$ cat config.mk
export PLATFORM = sky130hd
export DESIGN_NAME = cam_fifo_unpacker
export DESIGN_NICKNAME = d
export VERILOG_FILES = /design/src/rtl/cam_fifo_unpacker.sv
export SDC_FILE = /design/constraint.sdc
export NUM_CORES = 1
export LEC_CHECK = 0
export ABC_AREA = 1
export BUFFER_PORTS_ARGS = -buffer_cell sky130_fd_sc_hd__buf_2
export CORE_ASPECT_RATIO = 1.75
export CORE_MARGIN = 8
export CORE_UTILIZATION = 58
export CTS_CLUSTER_DIAMETER = 80
export CTS_CLUSTER_SIZE = 12
export DETAILED_ROUTE_END_ITERATION = 8
export GPL_ROUTABILITY_DRIVEN = 0
export PLACE_DENSITY = 0.83
export SYNTH_ARGS = -nofsm -noshare
export SYNTH_HDL_FRONTEND = slang
export SYNTH_SLANG_ARGS = --single-unit
export TNS_END_PERCENT = 1
$ cat constraint.sdc
create_clock -name clk -period 4.8 [get_ports clk]
set_clock_uncertainty 0.15 [all_clocks]
set_input_delay 0.72 -clock clk [delete_from_list [all_inputs] [get_ports clk]]
set_output_delay 0.72 -clock clk [all_outputs]
set_load 0.05 [all_outputs]
$ cat src/rtl/cam_fifo_unpacker.sv
// -----------------------------------------------------------------------------
// cam_fifo_unpacker
//
// Read side of the camera pixel FIFO. The capture block writes 17-bit words:
// {1'b0, RGB565} per pixel and 17'h10000 as a frame-start marker. This block
// pops those words, locks onto frame boundaries and emits a framed pixel
// stream (AXI-Stream style) with start-of-frame (tuser) and end-of-line
// (tlast) flags.
//
// Ports:
//   clk            processing clock, also the FIFO read clock
//   rst_n          synchronous, active-low reset
//   fifo_empty     FIFO empty flag
//   fifo_dout      FIFO head word (first-word-fall-through)
//   fifo_rd_en     pop the head word this cycle (combinational)
//   m_tdata        output pixel, RGB565
//   m_tvalid       output beat valid
//   m_tready       downstream accept
//   m_tuser        first pixel of frame
//   m_tlast        last pixel of line
//   frame_count    completed frames, wraps
//   dropped_pixels pixels discarded outside a frame, saturates
//   err_short      one-cycle pulse when a marker truncates a frame
// -----------------------------------------------------------------------------
module cam_fifo_unpacker #(
  parameter int H_ACTIVE = 640,
  parameter int V_ACTIVE = 480,
  parameter int CNT_W    = 16
) (
  input  logic             clk,
  input  logic             rst_n,
  input  logic             fifo_empty,
  input  logic [16:0]      fifo_dout,
  output logic             fifo_rd_en,
  output logic [15:0]      m_tdata,
  output logic             m_tvalid,
  input  logic             m_tready,
  output logic             m_tuser,
  output logic             m_tlast,
  output logic [CNT_W-1:0] frame_count,
  output logic [CNT_W-1:0] dropped_pixels,
  output logic             err_short
);

  // Guard against a degenerate 1-pixel dimension giving a zero-width counter.
  localparam int XW = (H_ACTIVE > 1) ? $clog2(H_ACTIVE) : 1;
  localparam int YW = (V_ACTIVE > 1) ? $clog2(V_ACTIVE) : 1;
  localparam logic [XW-1:0] X_LAST = XW'(H_ACTIVE - 1);
  localparam logic [YW-1:0] Y_LAST = YW'(V_ACTIVE - 1);

  typedef enum logic {
    WAIT_SOF = 1'b0,
    ACTIVE   = 1'b1
  } state_t;

  state_t           state_reg, state_next;
  logic [XW-1:0]    x_reg, x_next;
  logic [YW-1:0]    y_reg, y_next;
  logic [15:0]      tdata_reg, tdata_next;
  logic             tvalid_reg, tvalid_next;
  logic             tuser_reg, tuser_next;
  logic             tlast_reg, tlast_next;
  logic [CNT_W-1:0] frame_reg, frame_next;
  logic [CNT_W-1:0] dropped_reg, dropped_next;
  logic             err_reg, err_next;

  logic head_is_marker;
  logic out_can_load;
  logic pop_marker;
  logic pop_pixel;

  // Pop decision. Markers are always consumable, pixels are discarded freely
  // while hunting for a frame start, and in-frame pixels need a free output
  // register. Gated by rst_n so nothing is popped while held in reset.
  always_comb begin
    head_is_marker = fifo_dout[16];
    out_can_load   = !tvalid_reg || m_tready;
    fifo_rd_en     = 1'b0;
    if (rst_n && !fifo_empty) begin
      if (head_is_marker || (state_reg == WAIT_SOF) ||
          ((state_reg == ACTIVE) && out_can_load)) begin
        fifo_rd_en = 1'b1;
      end
    end
    pop_marker = fifo_rd_en && head_is_marker;
    pop_pixel  = fifo_rd_en && !head_is_marker;
  end

  // Next-state and datapath.
  always_comb begin
    state_next   = state_reg;
    x_next       = x_reg;
    y_next       = y_reg;
    frame_next   = frame_reg;
    dropped_next = dropped_reg;
    err_next     = 1'b0;
    // A held beat stays valid until accepted; otherwise valid drops unless a
    // new pixel loads below.
    tvalid_next  = tvalid_reg && !m_tready;
    tdata_next   = tdata_reg;
    tuser_next   = tuser_reg;
    tlast_next   = tlast_reg;

    case (state_reg)
      WAIT_SOF: begin
        if (pop_marker) begin
          x_next     = '0;
          y_next     = '0;
          state_next = ACTIVE;
        end else if (pop_pixel && (dropped_reg != {CNT_W{1'b1}})) begin
          dropped_next = dropped_reg + 1'b1;
        end
      end

      ACTIVE: begin
        if (pop_marker) begin
          // A marker at (0,0) is a duplicate and harmless; anywhere else the
          // frame was cut short, so restart it. The held beat is untouched.
          if ((x_reg != '0) || (y_reg != '0)) begin
            err_next = 1'b1;
            x_next   = '0;
            y_next   = '0;
          end
        end else if (pop_pixel) begin
          tvalid_next = 1'b1;
          tdata_next  = fifo_dout[15:0];
          tuser_next  = (x_reg == '0) && (y_reg == '0);
          tlast_next  = (x_reg == X_LAST);
          if (x_reg == X_LAST) begin
            x_next = '0;
            if (y_reg == Y_LAST) begin
              y_next     = '0;
              frame_next = frame_reg + 1'b1;
              state_next = WAIT_SOF;
            end else begin
              y_next = y_reg + 1'b1;
            end
          end else begin
            x_next = x_reg + 1'b1;
          end
        end
      end

      default: state_next = WAIT_SOF;
    endcase
  end

  always_ff @(posedge clk) begin
    if (!rst_n) begin
      state_reg   <= WAIT_SOF;
      x_reg       <= '0;
      y_reg       <= '0;
      tdata_reg   <= '0;
      tvalid_reg  <= 1'b0;
      tuser_reg   <= 1'b0;
      tlast_reg   <= 1'b0;
      frame_reg   <= '0;
      dropped_reg <= '0;
      err_reg     <= 1'b0;
    end else begin
      state_reg   <= state_next;
      x_reg       <= x_next;
      y_reg       <= y_next;
      tdata_reg   <= tdata_next;
      tvalid_reg  <= tvalid_next;
      tuser_reg   <= tuser_next;
      tlast_reg   <= tlast_next;
      frame_reg   <= frame_next;
      dropped_reg <= dropped_next;
      err_reg     <= err_next;
    end
  end

  assign m_tdata        = tdata_reg;
  assign m_tvalid       = tvalid_reg;
  assign m_tuser        = tuser_reg;
  assign m_tlast        = tlast_reg;
  assign frame_count    = frame_reg;
  assign dropped_pixels = dropped_reg;
  assign err_short      = err_reg;

endmodule
Yosys cells after proc, flatten, opt, wreduce, memory -nomap -nowiden
Index checks and enable logic that the tools add are counted.
{ "op_classes": {"add_sub_neg": 4, "n_eq_ne": 7, "mux": 25, "bitwise": 2, "n_reduce_logical": 25} }
{ "op_table": {"columns": ["cell", "n"], "rows": [
  ["2-to-1 mux 9 bit", 6],
  ["2-to-1 mux 10 bit", 5],
  ["adder 16 x 1 -> 16 bit, second input constant", 2],
  ["one-hot mux 10 bit (2 select lines)", 1],
  ["one-hot mux 9 bit (2 select lines)", 1],
  ["inequality test 16 bit, second input constant", 1],
  ["AND reduction 3 bit", 4],
  ["2-to-1 mux 1 bit", 11],
  ["adder 10 x 1 -> 10 bit, second input constant", 1],
  ["== test 10 bit, second input constant", 1],
  ["logical NOT 10 bit", 1],
  ["nonzero test 10 bit", 1],
  ["adder 9 x 1 -> 9 bit, second input constant", 1],
  ["== test 9 bit, second input constant", 1],
  ["logical NOT 9 bit", 1],
  ["nonzero test 9 bit", 1],
  ["logical AND 1 bit", 7],
  ["inequality test 3 x 1 -> 1 bit, second input constant", 2],
  ["AND reduction 5 bit", 1],
  ["logical NOT 1 bit", 4],
  ["logical OR 1 bit", 4],
  ["AND reduction 4 bit", 1],
  ["inequality test 3 x 2 -> 1 bit, second input constant", 1],
  ["inequality test 2 bit, second input constant", 1],
  ["2 further kinds", 3]
]} }
{ "totals": {"reg_bits": 72, "input_bits": 21, "out_inout_bits": 53, "wordCells": 73} }

Logic depth before layout (Yosys ltp)
{ "logic_depth": {"ltp_word": 10, "ltp_mapped": 11, "depth_no_buf": 11} }

Worst setup path after synthesis
Ideal clock, no wire load.
{ "synth_path": {"path_type": "input -> output", "startpoint": "input rst_n", "endpoint": "output fifo_rd_en", "arrival_ps": 1426, "required_ps": 3930, "setup_slack_ps": 2504, "stages": 5, "n_path_buf": 1, "cell_sequence": "buf_4 -> inv_2 -> nor2_4 -> nand2_1 -> inv_1"} }
{ "synth_via": {"elab_chain_len": 2} }
{ "synth_lines": {"columns": ["element", "line_no", "text"], "rows": [
  ["start: declaration", "31", "input logic rst_n,"],
  ["logical AND 1 bit", "79", "if (rst_n && !fifo_empty) begin"],
  ["2-to-1 mux 1 bit", "79", null],
  ["end: declaration", "34", "output logic fifo_rd_en,"]
]} }
No other way between the ends.

Worst setup path in the final report
Ends and elaborated chain as after synthesis.

==> impl_metrics.csv <==
group,metric,value,unit
final_layout,num_antenna_cells,0,
timing,worst_slew_pin_slew,0.877,ns
timing,final_min_period_over_clock_period,0.672,
drt,via_per_instance_ratio,5.55,
yosys,synth_top_flop_cell,"sky130_fd_sc_hd__dfxtp_1",
setup_path,cp-end-kind,"primary output",
final_layout,drive_above_1_share,0.162,
pwr,power_density_of_the_placed_cells,282,nW/um^2
timing,timing.slew.headroom,0.414,
floorplanning,die_area,9870,sq um
timing,setup-tns-final,0,ns
timing,timing.final.setup_violations,0,
yosys,synth_enable_flop_cells,0,
drt,post-route-drc-count,0,
clock_network,holdBufCountCts,0,
timing,final_max_slew_viol_count,0,
placement,placement.setup.worst_slack,1.46,ns
global_routing,groute.usage.overall,0.222,
global_routing,antenna_found_initial,0,
floorplanning,die_height,126,um
yosys,ys_top_cells_by_area,"sky130_fd_sc_hd__dfxtp_1 36%, sky130_fd_sc_hd__nand2_1 16%, sky130_fd_sc_hd__nor2_1 7.9%",
drt,antenna_left,0,
floorplanning,initial_utilization,0.589,
clock_network,ctsHtreeMaxLevel,3,
clock_network,clock_tree.buffer_depth,2,
yosys,synth_seq_area_share,0.362,
yosys,synth_common_cells,"168 x sky130_fd_sc_hd__nand2_1, 84 x sky130_fd_sc_hd__nor2_1, 72 x sky130_fd_sc_hd__dfxtp_1",
final_layout,nNetsFinal,703,
timing,final_period_minus_worst_setup_slack,3.23,ns
final_layout,layout_overhead_on_the_synthesized_area,15.9,%
clock_network,cts_post_setup_buffers_inserted,0,
global_routing,grt_remaining_overflow,0,
drt,detail_route.iter0.violations,367,
timing,fmaxAchievable,0.310,GHz
yosys,library_cell_with_the_highest_instance_count_after_synthesis,"sky130_fd_sc_hd__nand2_1",
floorplanning,core_region_area,6760,sq um
global_routing,grt_start_max_net_pins,51,
setup_path,timing.critical_path.arrival,2.36,ns
yosys,postSynth.asyncResetShare,0,
clock_network,insertion_delay,0.33,ns
yosys,synth_top_area_cell,"sky130_fd_sc_hd__dfxtp_1",
setup_path,critical_path.startpoint_type,"primary input",
floorplanning,ioPinCount,74,
yosys,syn-instance-count,609,
hold_path,worstHoldPathType,"flip-flop to flip-flop",
timing,grt_setup_unrepaired,"false",
timing,final.setup.worst_slack,1.57,ns
job,cap_violations,0,
pwr,peakVddDrop,0.260,mV
yosys,synth.top_cell.area_share,0.362,
drt,wirelength,11000,um
floorplanning,floorplan.rows,40,
yosys,synth_cell_type_count,36,
global_routing,grt_first_pass_wirelength,18300,um
drt,drtPass1Iterations,7,
clock_network,clock_tree.root_cell,"sky130_fd_sc_hd__clkbuf_16",
setup_path,path_class,"primary input to primary output",
drt,wl_per_cell,14.4,um
drt,route.vias.total,4242,
placement,io_buffer_count,73,
global_routing,first_global_vias,4166,
pwr,power.leakage,1.97,nW
timing,holdWs,0.313,ns
floorplanning,die-width,78.6,um
yosys,average_instance_area_after_synthesis,6.53,sq um
setup_path,crit_fanout,50,
timing,hold_viol,0,
clock_network,cts_tree,"built",
clock_network,cts_buffers,9,
clock_network,clkTransAtPathRegs,0.06,ns
clock_network,post_cts_resize_count,0,
setup_path,critical_path_required,3.93,ns
outcome,run_status,"completed",
yosys,synthesis.area,3980,sq um
yosys,synth-seq-cells,72,
yosys,synth.yosys.warnings,0,
clock_network,tritoncts_num_sinks,72,
placement,place_hpwl,8050,um
yosys,syn_nets,636,
-- through the flow --
stage          std cells  utilization  cell area, sq um  total power (W)
2_1_floorplan        609            -              3980         0.000681
6_report             765        0.683              4610          0.00130
3_3_place_gp         749        0.642              4340         0.000701
5_1_grt              765        0.683              4610          0.00134
3_5_place_dp         749        0.642              4340         0.000702
4_1_cts              765        0.683              4610          0.00131
-- layout make-up --
type	instances	area (sq um)
clock buffer	9	225
clock inverter	7	48.8
fill	626	2140
timing repair buffer	74	373
sequential	72	1440
multi-input combinational	446	2140
tap	84	105
inverter	73	274
-- critical path, cell delays in order --
cell and delay (ns):
sky130_fd_sc_hd__buf_2 0.43, sky130_fd_sc_hd__inv_2 0.49, sky130_fd_sc_hd__nor2_4 0.30, sky130_fd_sc_hd__nand2_1 0.09
sky130_fd_sc_hd__inv_1 0.06, sky130_fd_sc_hd__buf_2 0.25
-- layer usage --
metal	track usage	vias up	wire length, um
met5	0	-	0
met4	0.130	0	361
met3	0.0373	37	480
met2	0.415	159	6040
met1	0.216	1958	4110
li1	-	2088	-
-- power by group --
group / internal (W) / leakage, nW / switching [W]
Combinational: 0.0000228 / 1.26 / 0.0000594
Clock: 0.000348 / 0.123 / 0.000260
Sequential: 0.000603 / 0.581 / 0.00000577
Total: 0.000974 / 1.97 / 0.000326
-- kinds of logic (layout without fill, tap and decap cells) --
kind of cell,count (synthesis),count (layout),synth area share
simple gates,348,348,0.382
flops,72,72,0.362
buf+inv,91,163,0.0985
fa+ha+maj,6,6,0.0189
xor+xnor,15,15,0.0330
compound gates,77,77,0.105
-- placed cells by master (no fill, tap or decap), types with 3 or more instances in the layout --
| cell type | n |
|---|---|
| sky130_fd_sc_hd__nand4_1 | 19 |
| sky130_fd_sc_hd__inv_2 | 4 |
| sky130_fd_sc_hd__nand2_1 | 168 |
| sky130_fd_sc_hd__nor3_1 | 15 |
| sky130_fd_sc_hd__a21o_1 | 3 |
| sky130_fd_sc_hd__inv_1 | 68 |
| sky130_fd_sc_hd__nand3_1 | 44 |
| sky130_fd_sc_hd__buf_2 | 73 |
| sky130_fd_sc_hd__nor3b_1 | 3 |
| sky130_fd_sc_hd__nor2_1 | 84 |
| sky130_fd_sc_hd__ha_1 | 6 |
| sky130_fd_sc_hd__nand2_2 | 3 |
| sky130_fd_sc_hd__clkinvlp_4 | 4 |
| sky130_fd_sc_hd__dfxtp_1 | 72 |
| sky130_fd_sc_hd__clkbuf_16 | 9 |
| sky130_fd_sc_hd__o21ai_0 | 17 |
| sky130_fd_sc_hd__a21oi_1 | 52 |
| sky130_fd_sc_hd__xor2_1 | 10 |
| sky130_fd_sc_hd__xnor2_1 | 5 |
-- worst paths after layout --
path                            cells past startpoint        from          to  slack (ns)
worst max register to register                      7   state_reg     m_tlast        2.36
worst min register to register                      2  m_tdata[6]  m_tdata[6]        0.31
worst min-delay path                                2  m_tdata[6]  m_tdata[6]        0.31
worst max-delay path                                6       rst_n  fifo_rd_en        1.57
Power figures use the tool's default switching activity.
